**config.mk**
```make
export PLATFORM = sky130hd
export DESIGN_NAME = dsa_fetch_unit_simd
export DESIGN_NICKNAME = d
export VERILOG_FILES = /design/src/rtl/dsa_simd_pkg.sv /design/src/rtl/dsa_coord_map.sv /design/src/rtl/dsa_fetch_unit_simd.sv
export SDC_FILE = /design/constraint.sdc
export NUM_CORES = 2
export LEC_CHECK = 0
export BUFFER_PORTS_ARGS = -buffer_cell sky130_fd_sc_hd__buf_2
export CAP_MARGIN = 5
export CELL_PAD_IN_SITES_DETAIL_PLACEMENT = 1
export CELL_PAD_IN_SITES_GLOBAL_PLACEMENT = 2
export CORE_MARGIN = 2
export CORE_UTILIZATION = 44
export DETAILED_ROUTE_END_ITERATION = 16
export PLACE_DENSITY = 0.95
export SETUP_SLACK_MARGIN = 0.5
export SLEW_MARGIN = 30
export SYNTH_ARGS = -nofsm -noshare
export SYNTH_HDL_FRONTEND = slang
export SYNTH_SLANG_ARGS = --single-unit
```
**constraint.sdc**
```tcl
create_clock -name clk -period 31.7 [get_ports clk]
set_input_delay 6.34 -clock clk [delete_from_list [all_inputs] [get_ports clk]]
set_output_delay 6.34 -clock clk [all_outputs]
set_load 0.01 [all_outputs]
```
**src/rtl/dsa_simd_pkg.sv**
```systemverilog
// Shared types and constants for the SIMD bilinear fetch unit.
package dsa_simd_pkg;

  localparam int FRAC_BITS = 8;
  localparam int PIX_W     = 8;

  localparam logic [1:0] N00 = 2'd0;
  localparam logic [1:0] N01 = 2'd1;
  localparam logic [1:0] N10 = 2'd2;
  localparam logic [1:0] N11 = 2'd3;

  typedef enum logic [2:0] {
    IDLE  = 3'd0,
    CALC  = 3'd1,
    ISSUE = 3'd2,
    DRAIN = 3'd3,
    DONE  = 3'd4
  } fetch_state_t;

endpackage

```
**src/rtl/dsa_coord_map.sv**
```systemverilog
// One axis of the output-to-source mapping: Q8.8 scale, edge clamp and fraction.
module dsa_coord_map
  import dsa_simd_pkg::*;
(
  input  logic [16:0] coord,
  input  logic [15:0] scale,
  input  logic [15:0] size,
  output logic [15:0] c0,
  output logic [15:0] c1,
  output logic [7:0]  frac
);

  logic [23:0] coord_ext_s;
  logic [23:0] scale_ext_s;
  logic [23:0] prod_s;
  logic [15:0] int_s;
  logic [15:0] max_s;
  logic        clamp_s;

  // Only bits [23:0] of the product feed the integer and fraction fields.
  always_comb begin
    coord_ext_s = {7'd0, coord};
    scale_ext_s = {8'd0, scale};
    prod_s      = coord_ext_s * scale_ext_s;
    int_s       = prod_s[FRAC_BITS +: 16];
    max_s       = size - 16'd1;
    clamp_s     = (int_s > max_s);
    c0          = clamp_s ? max_s : int_s;
    c1          = (c0 >= max_s) ? max_s : (c0 + 16'd1);
    frac        = clamp_s ? 8'd0 : prod_s[FRAC_BITS-1:0];
  end

endmodule

```
**src/rtl/dsa_fetch_unit_simd.sv**
```systemverilog
// Maps one SIMD group of output pixels to source coordinates and reads the
// four bilinear neighbours of every valid lane from source memory.
module dsa_fetch_unit_simd
  import dsa_simd_pkg::*;
#(
  parameter int                    SIMD_WIDTH = 4,
  parameter int                    ADDR_WIDTH = 18,
  parameter logic [ADDR_WIDTH-1:0] BASE_ADDR  = '0
) (
  input  logic                     clk,
  input  logic                     rst,
  input  logic                     fetch_req,
  input  logic [15:0]              current_x,
  input  logic [15:0]              current_y,
  input  logic [15:0]              img_width_in,
  input  logic [15:0]              img_height_in,
  input  logic [15:0]              img_width_out,
  input  logic [15:0]              scale_x,
  input  logic [15:0]              scale_y,
  output logic                     mem_rd_en,
  output logic [ADDR_WIDTH-1:0]    mem_addr,
  input  logic [7:0]               mem_rd_data,
  output logic                     fetch_done,
  output logic                     busy,
  output logic [SIMD_WIDTH*32-1:0] pix_out,
  output logic [SIMD_WIDTH*8-1:0]  frac_x,
  output logic [7:0]               frac_y,
  output logic [SIMD_WIDTH-1:0]    lane_valid
);

  localparam int LANE_W = (SIMD_WIDTH > 1) ? $clog2(SIMD_WIDTH) : 1;

  fetch_state_t state_r;
  fetch_state_t state_nx_s;

  logic [15:0] cur_x_r, cur_y_r, w_in_r, h_in_r, w_out_r, scale_x_r, scale_y_r;

  logic [15:0] x0_s [SIMD_WIDTH];
  logic [15:0] x1_s [SIMD_WIDTH];
  logic [7:0]  fx_s [SIMD_WIDTH];
  logic [SIMD_WIDTH-1:0] lv_s;
  logic [15:0] y0_s, y1_s;
  logic [7:0]  fy_s;

  logic [15:0] x0_r [SIMD_WIDTH];
  logic [15:0] x1_r [SIMD_WIDTH];
  logic [15:0] y0_r, y1_r;

  logic [LANE_W-1:0] rd_lane_r;
  logic [1:0]        rd_idx_r;
  logic              cap_en_r;
  logic [LANE_W-1:0] cap_lane_r;
  logic [1:0]        cap_idx_r;

  logic [SIMD_WIDTH*32-1:0] pix_r;
  logic [SIMD_WIDTH*8-1:0]  frac_x_r;
  logic [7:0]               frac_y_r;
  logic [SIMD_WIDTH-1:0]    lane_valid_r;

  logic [15:0] sel_x0_s, sel_x1_s, rd_x_s, rd_y_s;
  logic        nxt_valid_s;
  logic        last_rd_s;

  for (genvar i = 0; i < SIMD_WIDTH; i++) begin : g_lane
    logic [16:0] xo_s;
    assign xo_s    = {1'b0, cur_x_r} + 17'(i);
    assign lv_s[i] = (xo_s < {1'b0, w_out_r});

    dsa_coord_map u_map_x (
      .coord (xo_s),
      .scale (scale_x_r),
      .size  (w_in_r),
      .c0    (x0_s[i]),
      .c1    (x1_s[i]),
      .frac  (fx_s[i])
    );
  end

  dsa_coord_map u_map_y (
    .coord ({1'b0, cur_y_r}),
    .scale (scale_y_r),
    .size  (h_in_r),
    .c0    (y0_s),
    .c1    (y1_s),
    .frac  (fy_s)
  );

  // Valid lanes form a prefix (xo grows with the lane index), so the group ends
  // at the last neighbour of the lane whose successor is invalid or absent.
  always_comb begin
    sel_x0_s    = 16'd0;
    sel_x1_s    = 16'd0;
    nxt_valid_s = 1'b0;
    for (int i = 0; i < SIMD_WIDTH; i++) begin
      sel_x0_s    = (rd_lane_r == LANE_W'(i)) ? x0_r[i] : sel_x0_s;
      sel_x1_s    = (rd_lane_r == LANE_W'(i)) ? x1_r[i] : sel_x1_s;
      nxt_valid_s = (i == int'(rd_lane_r) + 1) ? lane_valid_r[i] : nxt_valid_s;
    end
    last_rd_s = (rd_idx_r == N11) && !nxt_valid_s;
  end

  // Neighbour select and source address for the read in flight.
  always_comb begin
    rd_x_s = sel_x0_s;
    rd_y_s = y0_r;
    case (rd_idx_r)
      N00:     begin rd_x_s = sel_x0_s; rd_y_s = y0_r; end
      N01:     begin rd_x_s = sel_x1_s; rd_y_s = y0_r; end
      N10:     begin rd_x_s = sel_x0_s; rd_y_s = y1_r; end
      N11:     begin rd_x_s = sel_x1_s; rd_y_s = y1_r; end
      default: begin rd_x_s = sel_x0_s; rd_y_s = y0_r; end
    endcase
    mem_addr = ADDR_WIDTH'(rd_y_s) * ADDR_WIDTH'(w_in_r) + ADDR_WIDTH'(rd_x_s) + BASE_ADDR;
  end

  // Next-state logic.
  always_comb begin
    state_nx_s = state_r;
    case (state_r)
      IDLE:    state_nx_s = fetch_req ? CALC : IDLE;
      CALC:    state_nx_s = (|lv_s) ? ISSUE : DONE;
      ISSUE:   state_nx_s = last_rd_s ? DRAIN : ISSUE;
      DRAIN:   state_nx_s = DONE;
      DONE:    state_nx_s = IDLE;
      default: state_nx_s = IDLE;
    endcase
  end

  // State register.
  always_ff @(posedge clk or posedge rst) begin
    if (rst) begin
      state_r <= IDLE;
    end else begin
      state_r <= state_nx_s;
    end
  end

  // Request latch, coordinate registers, read sequencing and pixel capture.
  always_ff @(posedge clk or posedge rst) begin
    if (rst) begin
      cur_x_r      <= 16'd0;
      cur_y_r      <= 16'd0;
      w_in_r       <= 16'd0;
      h_in_r       <= 16'd0;
      w_out_r      <= 16'd0;
      scale_x_r    <= 16'd0;
      scale_y_r    <= 16'd0;
      for (int i = 0; i < SIMD_WIDTH; i++) begin
        x0_r[i] <= 16'd0;
        x1_r[i] <= 16'd0;
      end
      y0_r         <= 16'd0;
      y1_r         <= 16'd0;
      rd_lane_r    <= '0;
      rd_idx_r     <= 2'd0;
      cap_en_r     <= 1'b0;
      cap_lane_r   <= '0;
      cap_idx_r    <= 2'd0;
      pix_r        <= '0;
      frac_x_r     <= '0;
      frac_y_r     <= 8'd0;
      lane_valid_r <= '0;
    end else begin
      cap_en_r   <= (state_r == ISSUE);
      cap_lane_r <= rd_lane_r;
      cap_idx_r  <= rd_idx_r;
      case (state_r)
        IDLE: begin
          if (fetch_req) begin
            cur_x_r   <= current_x;
            cur_y_r   <= current_y;
            w_in_r    <= img_width_in;
            h_in_r    <= img_height_in;
            w_out_r   <= img_width_out;
            scale_x_r <= scale_x;
            scale_y_r <= scale_y;
          end
        end
        CALC: begin
          rd_lane_r    <= '0;
          rd_idx_r     <= 2'd0;
          y0_r         <= y0_s;
          y1_r         <= y1_s;
          frac_y_r     <= fy_s;
          lane_valid_r <= lv_s;
          pix_r        <= '0;
          for (int i = 0; i < SIMD_WIDTH; i++) begin
            x0_r[i]         <= x0_s[i];
            x1_r[i]         <= x1_s[i];
            frac_x_r[8*i+:8] <= lv_s[i] ? fx_s[i] : 8'd0;
          end
        end
        ISSUE: begin
          if (rd_idx_r == N11) begin
            rd_idx_r  <= 2'd0;
            rd_lane_r <= rd_lane_r + LANE_W'(1);
          end else begin
            rd_idx_r  <= rd_idx_r + 2'd1;
          end
        end
        default: begin
        end
      endcase
      if (cap_en_r) begin
        pix_r[{cap_lane_r, cap_idx_r, 3'b000} +: PIX_W] <= mem_rd_data;
      end
    end
  end

  assign busy       = (state_r != IDLE);
  assign fetch_done = (state_r == DONE);
  assign mem_rd_en  = (state_r == ISSUE);
  assign pix_out    = pix_r;
  assign frac_x     = frac_x_r;
  assign frac_y     = frac_y_r;
  assign lane_valid = lane_valid_r;

endmodule
```
==> results_dict.tcl <==
set metrics [dict create \
    status "completed" \
    avgRoutedWirePerCell_um 23.5 \
    yosysTopAreaCell "fa_1" \
    rows 145 \
    fmax_ghz 0.0723 \
    synth_top_cells_by_area "fa_1, dfrtp_1, ha_1, nand2_1, inv_1" \
    r2r_slack_ps 18150 \
    drtPass1Iterations 5 \
    setup_tns_ps 0 \
    setup_viol 0 \
    worst_pin_slew_ps 1060 \
    grt_max_degree 151 \
    drtIter0Drc 4046 \
    routed_via_density 5.67 \
    start_kind "flip-flop" \
    cts-root-buf "clkbuf_16" \
    crit_fanout 17 \
    synth_nets 9736 \
    holdBufCountCts 0 \
    final_hold_viol_count 0 \
    start_util_pct 44.3 \
    ys_seq_elements 456 \
    period_minus_slack_ps 13840 \
    final_common_cell "nand2_1" \
    place.gp.congestion 0.912 \
    die-width_um 401 \
    yosys.area.top_type_share_pct 28.4 \
    area_growth_pct 8.50 \
    cp.arrival_ps 7500 \
    cts_tree "done" \
    nets 9840 \
    rsz0062_at_grt "no" \
    drtAntennaViolNets 0 \
    cp-end-kind "output pin" \
    slew_viol_final 0 \
    path_clk_slew_ps 60 \
    synthArstFlopShare_pct 100 \
    drt-total-wl_um 239000 \
    grt_overflow 0 \
    die_y_um 401 \
    io_pins 316 \
    r2r-start "cur_x_r[5]" \
    synth_edf_count 0 \
    worstReg2RegEnd "x1_r[38]" \
    clock_sinks 456 \
    min_path_cells 0 \
    grt_pass1_wl_um 375000 \
    mostFrequentLayoutCells "nand2_1, inv_1, fa_1, ha_1, and2_1" \
    hpwl_um 185000 \
    relSlewSlack_pct 28.5 \
    vias 57900 \
    ys_types 100 \
    cts_buffer_depth 3 \
    ff2ff_path_depth 42 \
    hp-start "rd_idx_r[1]" \
    h-tree-depth 2 \
    hold_class "reg2reg" \
    synth_area_um2 69200 \
    numCtsBuffers 57 \
    synth_warnings 0 \
    drv_cap 0 \
    core_area_um2 156000 \
    dieArea_um2 160000 \
    period_share_pct 43.7 \
    io_buffer_count 315 \
    drive_gt1_share_pct 9.65 \
    hold_end "cap_idx_r[1]" \
    worstSetupPathType "reg2out" \
    drc 0 \
    required_ps 25360 \
    ctsResizeCount 0 \
    postCtsSetupBuffers 0 \
    grt_usage_pct 29.8 \
    antenna_found_initial 6 \
    syn_inst 7998 \
    clock_latency_ps 700 \
    first_global_vias 64700 \
    yosysSeqAreaShare_pct 16.5 \
    fin_skew_ps 45.6 \
    syn_avg_cell_area_um2 8.65 \
    synth_flop_cell "dfrtp_1" \
]
==> cells by family (layout without fill, tap and decap cells) <==
family                     Yosys count  after routing  share of synthesized area, %
DFF                                456            456                          16.5
buffers and inverters             1752           1903                          9.55
AOI/OAI and AO/OA                 1062           1062                          9.41
and+or+nand+nor                   2647           2647                          17.8
adders and majority gates         1615           1615                          39.8
xor gates and xnor gates           313            313                          4.17
muxes                              153            153                          2.70
other                                0              1                             0
==> layout make-up <==
type | instances | area, um2
Sequential cell | 456 | 11400
Timing Repair Buffer | 453 | 2660
Inverter | 1344 | 5050
Fill cell | 18400 | 81100
Antenna cell | 1 | 2.50
Multi-Input combinational cell | 5790 | 51400
Tap cell | 2058 | 2570
Clock buffer | 74 | 1570
Clock inverter | 32 | 370
==> flip-flops by register name, indices dropped and copies added (netlist names), 8 cells and up <==
| name | count |
|---|---|
| pix_out | 128 |
| x0_r | 64 |
| x1_r | 64 |
| frac_x | 32 |
| cur_x_r | 16 |
| cur_y_r | 16 |
| h_in_r | 16 |
| scale_x_r | 16 |
| scale_y_r | 16 |
| w_in_r | 16 |
| w_out_r | 16 |
| y0_r | 16 |
| y1_r | 16 |
| frac_y | 8 |
==> Yosys cell counts, types with 90 or more instances <==
library cell and number:
fa_1 981, nor3_1 95, nor2_1 232, and2_1 448
a21o_1 91, o21ai_0 448, nand3_1 136, clkbuf_1 375
dfrtp_1 456, xor2_1 90, nand2_1 1415, xnor2_1 210
inv_1 1332, mux2_2 118, ha_1 634, a21oi_1 202
==> worst max-delay path, cell delays in order, from the launching register on <==
cell and delay [ps]:
dfrtp_1 430, ha_1 320, nor2_2 130, buf_4 270, mux2_2 490, and2_1 220
fa_1 530, inv_1 60, fa_1 550, inv_1 50, ha_1 180, fa_1 490
inv_1 60, fa_1 490, fa_1 490, inv_1 40, ha_1 310, inv_1 70
o21ai_0 90, a21oi_1 230, o21ai_0 170, a2111o_1 470, a31o_2 240, a21oi_1 170
xnor2_1 130, buf_2 140
==> per-stage QoR <==
| step | cell area (um2) | setup WS (ps) | hold slack (ps) | util (%) | cells |
|---|---|---|---|---|---|
| after global routing | 75100 | 17490 | 505 | 48.1 | 10200 |
| after floorplan | 69200 | 12650 | 419 | - | 7998 |
| final | 75100 | 17860 | 473 | 48.1 | 10200 |
| after CTS | 75000 | 17730 | 476 | 48.0 | 10200 |
| after global placement | 73000 | 18470 | 432 | 46.7 | 10100 |
| after detailed placement | 73100 | 18180 | 462 | 46.8 | 10100 |
==> per-layer routing <==
metal / vias up / GRT usage (%) / wire length [um]
met5: - / 0 / 25
met4: 4 / 11.3 / 9780
met3: 560 / 4.42 / 15600
met2: 1974 / 49.9 / 113000
met1: 30000 / 39.0 / 101000
li1: 25400 / - / -
==> how the worst max path moves through the flow <==
stage | start | endpoint | slack, ps | depth (start not counted)
CTS | rd_lane_r[1] | mem_addr[17] | 17730 | 27
floorplan | rst | cap_en_r | 12650 | 1
global placement | cur_x_r[0] | x1_r[40] | 18470 | 45
global route | rd_idx_r[0] | mem_addr[16] | 17490 | 26
detailed placement | cur_x_r[0] | x1_r[40] | 18180 | 45
finish | rd_idx_r[0] | mem_addr[16] | 17860 | 25
Power is not shown: default switching activity piles up to over one toggle a cycle in this logic, so the estimate is an artifact.
